--- src/rtl/endstop_pkg.sv ---
// Shared types and defaults for the endstop abort controller.
package endstop_pkg;

  localparam int CHANNELS_DEF = 8;
  localparam int DEB_W_DEF    = 16;

  typedef enum logic [1:0] {
    ST_DISARMED = 2'd0,
    ST_ARMED    = 2'd1,
    ST_TRIPPED  = 2'd2
  } ch_state_e;

endpackage

--- src/rtl/endstop_debounce.sv ---
// One endstop channel: 2-FF synchroniser, polarity correction and stability filter.
module endstop_debounce
  import endstop_pkg::*;
#(
  parameter int DEB_W = DEB_W_DEF
) (
  input  logic             clk,
  input  logic             rst_n,
  input  logic             raw,
  input  logic             polarity,
  input  logic [DEB_W-1:0] debounce,
  output logic             filtered
);

  logic [1:0]       sync_q;
  logic             hit_sync;
  logic [DEB_W-1:0] cnt_q;

  assign hit_sync = sync_q[1] ^ polarity;

  always_ff @(posedge clk or negedge rst_n) begin
    if (!rst_n) begin
      sync_q   <= '0;
      cnt_q    <= '0;
      filtered <= 1'b0;
    end else begin
      sync_q <= {sync_q[0], raw};
      // cnt_q counts prior mismatching cycles, so D=0 accepts after one stable cycle
      if (hit_sync == filtered) begin
        cnt_q <= '0;
      end else if (cnt_q >= debounce) begin
        filtered <= hit_sync;
        cnt_q    <= '0;
      end else if (cnt_q != '1) begin
        cnt_q <= cnt_q + 1'b1;
      end
    end
  end

endmodule

--- src/rtl/endstop_abort_ctrl.sv ---
// Per-axis endstop arming FSMs; converts filtered hits into single-cycle abort/interrupt pulses.
module endstop_abort_ctrl
  import endstop_pkg::*;
#(
  parameter int CHANNELS = CHANNELS_DEF,
  parameter int DEB_W    = DEB_W_DEF
) (
  input  logic                clk,
  input  logic                rst_n,
  input  logic [CHANNELS-1:0] endstop_raw,
  input  logic [CHANNELS-1:0] cfg_polarity,
  input  logic [CHANNELS-1:0] cfg_enable,
  input  logic [DEB_W-1:0]    cfg_debounce,
  input  logic                arm,
  input  logic                disarm,
  input  logic [CHANNELS-1:0] clear_hits,
  output logic [CHANNELS-1:0] abort,
  output logic [CHANNELS-1:0] hit_int,
  output logic [CHANNELS-1:0] status,
  output logic [CHANNELS-1:0] hit_latched,
  output logic [CHANNELS-1:0] armed
);

  logic [CHANNELS-1:0] filtered;
  logic [CHANNELS-1:0] trip;
  logic [CHANNELS-1:0] abort_q;
  logic [CHANNELS-1:0] hit_q;
  ch_state_e           st_q [CHANNELS];
  ch_state_e           st_d [CHANNELS];

  for (genvar g = 0; g < CHANNELS; g++) begin : g_ch
    endstop_debounce #(.DEB_W(DEB_W)) u_deb (
      .clk      (clk),
      .rst_n    (rst_n),
      .raw      (endstop_raw[g]),
      .polarity (cfg_polarity[g]),
      .debounce (cfg_debounce),
      .filtered (filtered[g])
    );
    assign armed[g] = (st_q[g] == ST_ARMED);
  end

  always_ff @(posedge clk or negedge rst_n) begin
    if (!rst_n) begin
      for (int i = 0; i < CHANNELS; i++) st_q[i] <= ST_DISARMED;
    end else begin
      for (int i = 0; i < CHANNELS; i++) st_q[i] <= st_d[i];
    end
  end

  always_comb begin
    for (int i = 0; i < CHANNELS; i++) begin
      st_d[i] = st_q[i];
      trip[i] = 1'b0;
      if (disarm) begin
        st_d[i] = ST_DISARMED;
      end else begin
        unique case (st_q[i])
          ST_DISARMED: if (arm && cfg_enable[i]) begin
            // arming onto an already-hit stop trips at once so the axis cannot drive into it
            st_d[i] = filtered[i] ? ST_TRIPPED : ST_ARMED;
            trip[i] = filtered[i];
          end
          ST_ARMED: begin
            if (filtered[i]) begin
              st_d[i] = ST_TRIPPED;
              trip[i] = 1'b1;
            end else if (!cfg_enable[i]) begin
              st_d[i] = ST_DISARMED;
            end
          end
          ST_TRIPPED: if (clear_hits[i]) st_d[i] = ST_DISARMED;
          default: st_d[i] = ST_DISARMED;
        endcase
      end
    end
  end

  always_ff @(posedge clk or negedge rst_n) begin
    if (!rst_n) begin
      abort_q <= '0;
      hit_q   <= '0;
    end else begin
      abort_q <= trip;
      // a trip in the same cycle as a clear keeps the flag set
      hit_q   <= trip | (hit_q & ~clear_hits);
    end
  end

  assign abort       = abort_q;
  assign hit_int     = abort_q;
  assign status      = filtered;
  assign hit_latched = hit_q;

endmodule

--- config.mk ---
export PLATFORM = sky130hd
export DESIGN_NAME = endstop_abort_ctrl
export DESIGN_NICKNAME = d
export VERILOG_FILES = /design/src/rtl/endstop_pkg.sv /design/src/rtl/endstop_debounce.sv /design/src/rtl/endstop_abort_ctrl.sv
export SDC_FILE = /design/constraint.sdc
export NUM_CORES = 1
export LEC_CHECK = 0
export ABC_AREA = 1
export ABC_CLOCK_PERIOD_IN_PS = 1900
export CAP_MARGIN = 10
export CORE_UTILIZATION = 40
export DETAILED_ROUTE_END_ITERATION = 12
export GPL_TIMING_DRIVEN = 0
export HOLD_SLACK_MARGIN = 0.05
export PLACE_DENSITY_LB_ADDON = 0.2
export SYNTH_ARGS = -nofsm -noshare
export SYNTH_HDL_FRONTEND = slang
export SYNTH_HIERARCHICAL = 1
export SYNTH_SLANG_ARGS = --single-unit
--- constraint.sdc ---
create_clock -name clk -period 1.9 [get_ports clk]
set_input_delay 0.19 -clock clk [delete_from_list [all_inputs] [get_ports clk]]
set_output_delay 0.19 -clock clk [all_outputs]
set_load 0.01 [all_outputs]
==> results of run 1 <==
-- kinds of logic after synthesis --
logic type | Yosys count
and+or+nand+nor | 1189
AOI/OAI and AO/OA | 93
xor gates and xnor gates | 32
DFF | 184
buffers and inverters | 411
adders and majority gates | 136
-- cells in the mapped netlist --
cell type,number,share of area [%]
nand2_1,588,15
inv_1,345,8.9
dfrtp_1,184,32
nor2_1,173,4.5
nand3_1,146,5.0
nand4_1,144,6.2
ha_1,136,12
a21oi_1,56,1.9
nor2_2,42,1.8
o21ai_0,27,0.93
buf_2,25,0.86
or2_2,24,1.0
clkinv_1,21,0.54
nor3_1,19,0.66
nand3_2,17,1.2
inv_2,10,0.26
buf_4,9,0.47
and2_1,8,0.35
nand3_4,8,0.97
nand4_4,8,1.2
nor3b_1,8,0.41
o21ai_1,8,0.28
xnor2_1,8,0.48
xor2_1,8,0.48
xor2_2,8,0.90
xor2_4,8,1.5
a21o_1,2,0.10
nand2_2,2,0.086
buf_6,1,0.078
nor2_4,1,0.078
nor3_2,1,0.069
-- power groups by stage --
| stage | clock network, mW | registers (mW) | logic (mW) |
|---|---|---|---|
| 6_report | 3.96 | 4.66 | 2.99 |
| 5_1_grt | 4.22 | 4.72 | 3.45 |
| 4_1_cts | 4.09 | 4.67 | 2.78 |
| 3_5_place_dp | 0 | 4.74 | 2.77 |
| 3_3_place_gp | 0 | 4.74 | 2.70 |
| 2_1_floorplan | 0 | 4.64 | 1.85 |
-- flip-flops by register name (all words and copies together) (netlist names) --
name                 count
g_ch.u_deb/cnt_q       128
st_q                    16
g_ch.u_deb/sync_q       16
g_ch.u_deb/filtered      8
hit_latched              8
abort                    8
-- worst max-delay path, delay by kind of cell (launching register included) --
family | cells | cell delay [ns]
AO/OA/AOI/OAI | 2 | 0.33
buffers and inverters | 1 | 0.22
adder cells (fa/ha/maj) | 1 | 0.33
flip-flops | 1 | 0.45
AND/OR/NAND/NOR | 3 | 0.42
-- path summary, 6_finish.rpt --
| check | start | endpoint | slack, ns | cells after the start |
|---|---|---|---|---|
| worst max-delay path | g_ch[3].u_deb/cnt_q[13]$_DFFE_PN0P_ | g_ch[3].u_deb/cnt_q[3]$_DFFE_PN0P_ | 0.08 | 7 |
| worst min-delay path | endstop_raw[0] | g_ch[0].u_deb/sync_q[0]$_DFF_PN0_ | 0.16 | 1 |
| worst max register to register | g_ch[3].u_deb/cnt_q[13]$_DFFE_PN0P_ | g_ch[3].u_deb/cnt_q[3]$_DFFE_PN0P_ | 0.08 | 7 |
| worst min register to register | g_ch[3].u_deb/sync_q[0]$_DFF_PN0_ | g_ch[3].u_deb/sync_q[1]$_DFF_PN0_ | 0.35 | 0 |
| max in group asynchronous | rst_n | g_ch[3].u_deb/cnt_q[7]$_DFFE_PN0P_ | 0.59 | 3 |
| min in group asynchronous | rst_n | g_ch[2].u_deb/cnt_q[1]$_DFFE_PN0P_ | 0.31 | 2 |
-- stage by stage --
stage | TNS, ns | hold slack, ns | cells
3_5_place_dp | -109.42 | 0.254 | 2597
4_1_cts | 0 | 0.142 | 2633
6_report | 0 | 0.165 | 2685
3_3_place_gp | -1521.17 | 0.332 | 2596
5_1_grt | -0.171 | 0.149 | 2685
2_1_floorplan | 0 | -0.106 | 2045
-- per-layer routing --
| metal | global-route usage, % | share of wire, % |
|---|---|---|
| met4 | 8.15 | 2.6 |
| met2 | 35.8 | 49 |
| met5 | 0 | 0 |
| met1 | 26.6 | 45 |
| met3 | 2.86 | 3.4 |
-- final cells by class --
cell class                 instances  area, µm²
fill                            3474      18100
multi-input combinational       1458       8630
sequential                       184       4650
inverter                         376       1410
timing repair buffer             139       1290
tap                              461        577
clock buffer                      17        425
buffer                            35        319
clock inverter                    15        218
-- repair_timing --
action                                 CTS  global route
gates cloned                             0            15
resized for setup                       55           122
hold buffers                             1             0
endpoints found under the hold margin   82             0
setup endpoints to repair              140           131
pin swaps                                5            32
buffers inserted                         3            37
==> impl_results.md, run 1 <==
- Period minus WS final: 1.82 ns
- Slowest stage cell, crit path: dfrtp_1
- Combinational Power Share: 25.8%
- CP Class: flop to flop
- I/O pin count: 92
- Number of port buffers: 90
- Most common cell after layout, fill and taps aside: nand2_1
- Max-slew violations: 0
- Critical Path Start Type: flop
- Status: finished, final reports clean
- CTS Buf Count: 17
- Place WS: -0.891 ns
- Xor/xnor cell area share of the yosys netlist: 3.38%
- Initial antenna violation count: 0
- Synth Net Count: 2233
- Max cap viols: 0
- Final worst-path setup slack: 0.0794 ns
- DRT Wirelength: 38.1 mm
- Num rows: 69
- Worst slew margin: 50.6%
- Total gr overflow: 0
- Sw Ratio: 33.4%
- CTS root buffer: clkbuf_16
- DR vias/cell: 5.05
- Synth Area in Adders: 11.7%
- PD cells: 663 nW/µm²
- Unique masters post-synth: 31
- Die W: 192 µm
- Data required time of the worst path: 2.29 ns
- Reg clk slew, reported paths: 0.07 ns
- NetSw: 3.88 mW
- Worst slew pin tran: 0.741 ns
- Clock Latency Late Sink: 0.46 ns
- Min-Delay Path Class: input pin to flop
- Largest net degree at the start of global routing: 103
- CTS max path bufs: 2
- Worst VDD drop: 0.625 mV
- Total power: 11.6 mW
- GR Util All Layers: 20.9%
- Max Clock Skew: 0.00707 ns
- Placed inst area: 16000 µm²
- Remaining antenna violation count: 0
- Largest family of logic cells by synthesized area: simple AND/OR/NAND/NOR gates
- First-iteration detailed-routing DRC count: 897
- Multiplexer share of the synthesized area: 0%
- TritonRoute pass-1 iters: 5
- Clk sinks: 184
- Vias in the first global route: 12700
- Gate Count Post-Synth: 2045
- Post-route cell area: 17500 µm²
- H-tree lvl count: 4
- Die height: 192 µm
- Synthesized area: 14500 µm²
- Avg Cell Area, Syn: 7.09 µm²
- Layout area overhead: 20.8%
- Yosys reg bits: 184
- Sequential area share after synthesis: 31.7%
- DPL Wire Length: 26.5 mm
- WP data arrival: 2.21 ns
- Crit path largest cell delay: 0.45 ns
- Clock power frac: 34.1%
- LEAKAGE: 9.36 nW
- Nets: 2399
- Gpl congestion: 0.853
- Layout cells sized above 1: 15.6%
- Initial Util: 40.7%
- Synth Area in Compound Gates: 3.24%
- Internal power component: 7.73 mW
- Count of final setup violators: 0
- Most frequent cells in the layout: 575 x nand2_1, 343 x inv_1, 150 x nor2_1, 150 x dfrtp_1, 146 x nand3_1
- RSZ-0062 raised after global routing: true
- CP cell instances: ha_1, a21oi_1, o21ai_0, nor2_2, buf_4, nand3_4, nor2_1
- Hold Vio Cnt, Final: 0
- Simple-Gate Fraction of Synth Area: 38.8%
- Final core utilization: 49.1%
- Wirelength per Cell: 14.2 µm
- CP Max Fanout: 11
- CTS tree: yes
- Total vias in the final route: 13600
- Peak Freq: 549 MHz
- Sequential share of power: 40.1%
- Drt drc: 0
- Final period util: 95.8%
- Ys Warns: 6
- CP Capture Type: flop
- First-pass GRT wire length: 61.5 mm
- Placeable Area: 35700 µm²
- Die area: 37000 µm²
- ANT cells: 0
No activity file was read; power rests on OpenSTA's default activity.
==> run 2: changes to the inputs <==
Settings changed: ABC_AREA 1 to unset, CAP_MARGIN 10 to 0, CORE_MARGIN set to 3.
==> run 2 against run 1 <==
The flow now finishes with violations (setup timing). Power is 6.8% higher. Sequential share of layout area is 2.4 points higher. Utilization is 4.1 points higher. Sequential power is 2% lower. Final cell count is 29% lower. Clock power is 11% lower. Global-route usage is 0.78 points lower. Critical path type unchanged. Largest power group unchanged. Highest routed layer unchanged.
==> impl_results.md, run 2 <==
- Min-Delay Endpoint: g_ch[4].u_deb/sync_q[0]$_DFF_PN0_
- WP data arrival: 2.46 ns
- Min-Delay Path Class: input pin to flop
- Post-route cell area: 15900 µm²
- Placeable Area: 30000 µm²
- ANT cells: 0
- Place WS: -1.13 ns
- Nets: 1698
- Total power: 12.4 mW
- Gate Count Post-Synth: 1308
- DRT Wirelength: 33.4 mm
- Clk sinks: 184
- Period minus WS final: 2.10 ns
- NetSw: 4.12 mW
- Die area: 32800 µm²
- Data required time of the worst path: 2.26 ns
- CP Class: flop to flop
- First-iteration detailed-routing DRC count: 598
- CP Capture Type: flop
- Critical Path Start Type: flop
- Total vias in the final route: 10400
- Commonest cells in the netlist: 184 x dfrtp_1, 152 x inv_1, 136 x ha_1
- Ys Warns: 6
- Max-slew violations: 0
- DPL Wire Length: 22.2 mm
- Count leader, synth: dfrtp_1
- Post-Layout Cell Count: 1913
- Clock Latency Late Sink: 0.44 ns
- Combinational Power Share: 34.6%
- Die W: 181 µm
- Avg Cell Area, Syn: 9.38 µm²
- Internal power component: 8.29 mW
- Worst VDD drop: 0.652 mV
- H-tree lvl count: 4
- Count of final setup violators: 136
- Sequential share of power: 36.9%
- Final worst-path setup slack: -0.200 ns
- Synth top area cells: dfrtp_1 38%, ha_1 14%, xor2_1 5.7%
- Reg-to-reg slack, setup: -0.20 ns
- CTS Buf Count: 17
- Reg-to-reg startpoint: g_ch[7].u_deb/cnt_q[0]$_DFFE_PN0P_
- I/O pin count: 92
- Placed inst area: 13700 µm²
- Sw Ratio: 33.2%
- Final core utilization: 53.2%
- Gpl congestion: 0.807
- R2R depth: 8
- Worst reg2reg path endpoint: g_ch[7].u_deb/cnt_q[10]$_DFFE_PN0P_
- PD cells: 778 nW/µm²
- Failing checks: setup timing
- LEAKAGE: 7.25 nW
- Total gr overflow: 0
- Number of port buffers: 90
- Share of Yosys cell area claimed by the top area cell type: 37.5%
- Peak Freq: 476 MHz
- Die height: 181 µm
- Hold_sp: endstop_raw[4]
- RSZ-0062 raised after global routing: true
- Status: complete, but fails checks
- Clock power frac: 28.6%
- Asr flop ratio synth: 100%
- Hold_ws: 0.178 ns
- Max Clock Skew: 0.0108 ns
- Synth Net Count: 1496
- Max cap viols: 0
- Multi-input gate area: 7700 µm²
- Register name with the most flops: g_ch.u_deb/cnt_q
- Largest net degree at the start of global routing: 102
- Layout area overhead: 29.9%
- Most frequent cells in the layout: 176 x dfrtp_1, 144 x inv_1, 119 x ha_1
- GR Util All Layers: 20.2%
- Most common cell after layout, fill and taps aside: dfrtp_1
- Worst slew pin tran: 0.697 ns
- Final TNS setup: -18.50 ns
- CTS max path bufs: 2
- Register area: 4610 µm²
- Max reg flops: 128
- Drt drc: 0
- Num rows: 63
- Worst Hold Depth: 1
- Biggest regs: g_ch.u_deb/cnt_q x128, g_ch.u_deb/sync_q x16, st_q x16
- Layout cells sized above 1: 22.8%
- Remaining antenna violation count: 0
- Hold Vio Cnt, Final: 0
- Sequential area share after synthesis: 37.5%
- Worst slew margin: 53.5%
- CP Max Fanout: 10
- DR vias/cell: 5.42
- Number of flops mapped to enable cells by yosys: 0
- Wirelength per Cell: 17.4 µm
- Initial Util: 41.0%
- CTS root buffer: clkbuf_16
- Unique masters post-synth: 42
- Reg clk slew, reported paths: 0.08 ns
- Placed insts: 1789
- First-pass GRT wire length: 53.5 mm
- Final period util: 111%
- Ys flop type: dfrtp_1
- Vias in the first global route: 10300
- CTS tree: yes
- Synthesized area: 12300 µm²
- TritonRoute pass-1 iters: 7
- Yosys reg bits: 184
- Initial antenna violation count: 0
- Filler cells: 2689
- Area leader, netlist: dfrtp_1
==> run 2: layout make-up <==
cell class | instances | share of cell area [%]
multi-input cells | 936 | 48.3
clock inverters | 12 | 0.667
inverters | 152 | 3.58
plain buffers | 36 | 1.62
clock buffers | 20 | 2.93
flip-flops and latches | 184 | 29.0
repair buffers | 183 | 10.9
well taps | 390 | 3.06
==> run 2: critical path: stages (launching register included) <==
cell and delay [ns]:
dfrtp_1 0.40, inv_2 0.09, ha_4 0.19, nand2b_4 0.13, a2111o_1 0.40, a41oi_4 0.27
nand4b_4 0.21, buf_6 0.21, nor2_1 0.12
==> run 2: logic make-up (layout without fill, tap and decap cells) <==
logic type,Yosys count,count (layout),synth area share (%)
xor gates and xnor gates,88,88,6.28
buffers and inverters,188,403,6.60
DFF,184,184,37.5
AOI/OAI and AO/OA,224,224,12.2
and+or+nand+nor,464,464,21.5
muxes,24,24,2.04
adders and majority gates,136,136,13.9
==> run 2: timing repair <==
action,CTS,global route
pin swaps,74,33
buffers inserted,65,20
hold endpoints to repair,83,0
gates resized for setup,149,122
hold buffers,1,0
cloned,7,0
endpoints found under the setup margin,136,136
==> run 2: worst max path at each step <==
| stage | from | to | slack (ns) | cells past startpoint |
|---|---|---|---|---|
| 2_1_floorplan | g_ch[0].u_deb/cnt_q[0]$_DFFE_PN0P_ | g_ch[0].u_deb/filtered$_DFFE_PN0P_ | 0.0005 | 7 |
| 3_3_place_gp | rst_n | g_ch[1].u_deb/cnt_q[1]$_DFFE_PN0P_ | -7.59 | 1 |
| 3_5_place_dp | cfg_debounce[0] | g_ch[3].u_deb/cnt_q[0]$_DFFE_PN0P_ | -1.13 | 8 |
| 4_1_cts | g_ch[6].u_deb/cnt_q[0]$_DFFE_PN0P_ | g_ch[6].u_deb/cnt_q[1]$_DFFE_PN0P_ | -0.17 | 8 |
| 5_1_grt | g_ch[7].u_deb/cnt_q[0]$_DFFE_PN0P_ | g_ch[7].u_deb/cnt_q[10]$_DFFE_PN0P_ | -0.30 | 8 |
| 6_report | g_ch[7].u_deb/cnt_q[0]$_DFFE_PN0P_ | g_ch[7].u_deb/cnt_q[10]$_DFFE_PN0P_ | -0.20 | 8 |
==> run 2: metal layers <==
layer | share of wire, % | GRT usage [%] | vias up
met2 | 47 | 33.8 | 207
met3 | 3.2 | 2.70 | 38
li1 | - | - | 5034
met5 | 0 | 0 | -
met4 | 1.7 | 5.09 | 0
met1 | 48 | 27.6 | 5085
==> run 2: power groups by stage <==
stage	registers, mW	clock network, mW	logic, mW
2_1_floorplan	4.60	0	1.72
3_3_place_gp	4.69	0	2.56
3_5_place_dp	4.70	0	2.63
4_1_cts	4.57	3.65	3.79
5_1_grt	4.62	3.80	4.70
6_report	4.58	3.54	4.29
==> run 3: changes to the inputs <==
Settings changed: CTS_CLUSTER_SIZE set to 12.
==> results of run 3 <==
Final layout, timing and power as in run 2 (identical DEF).
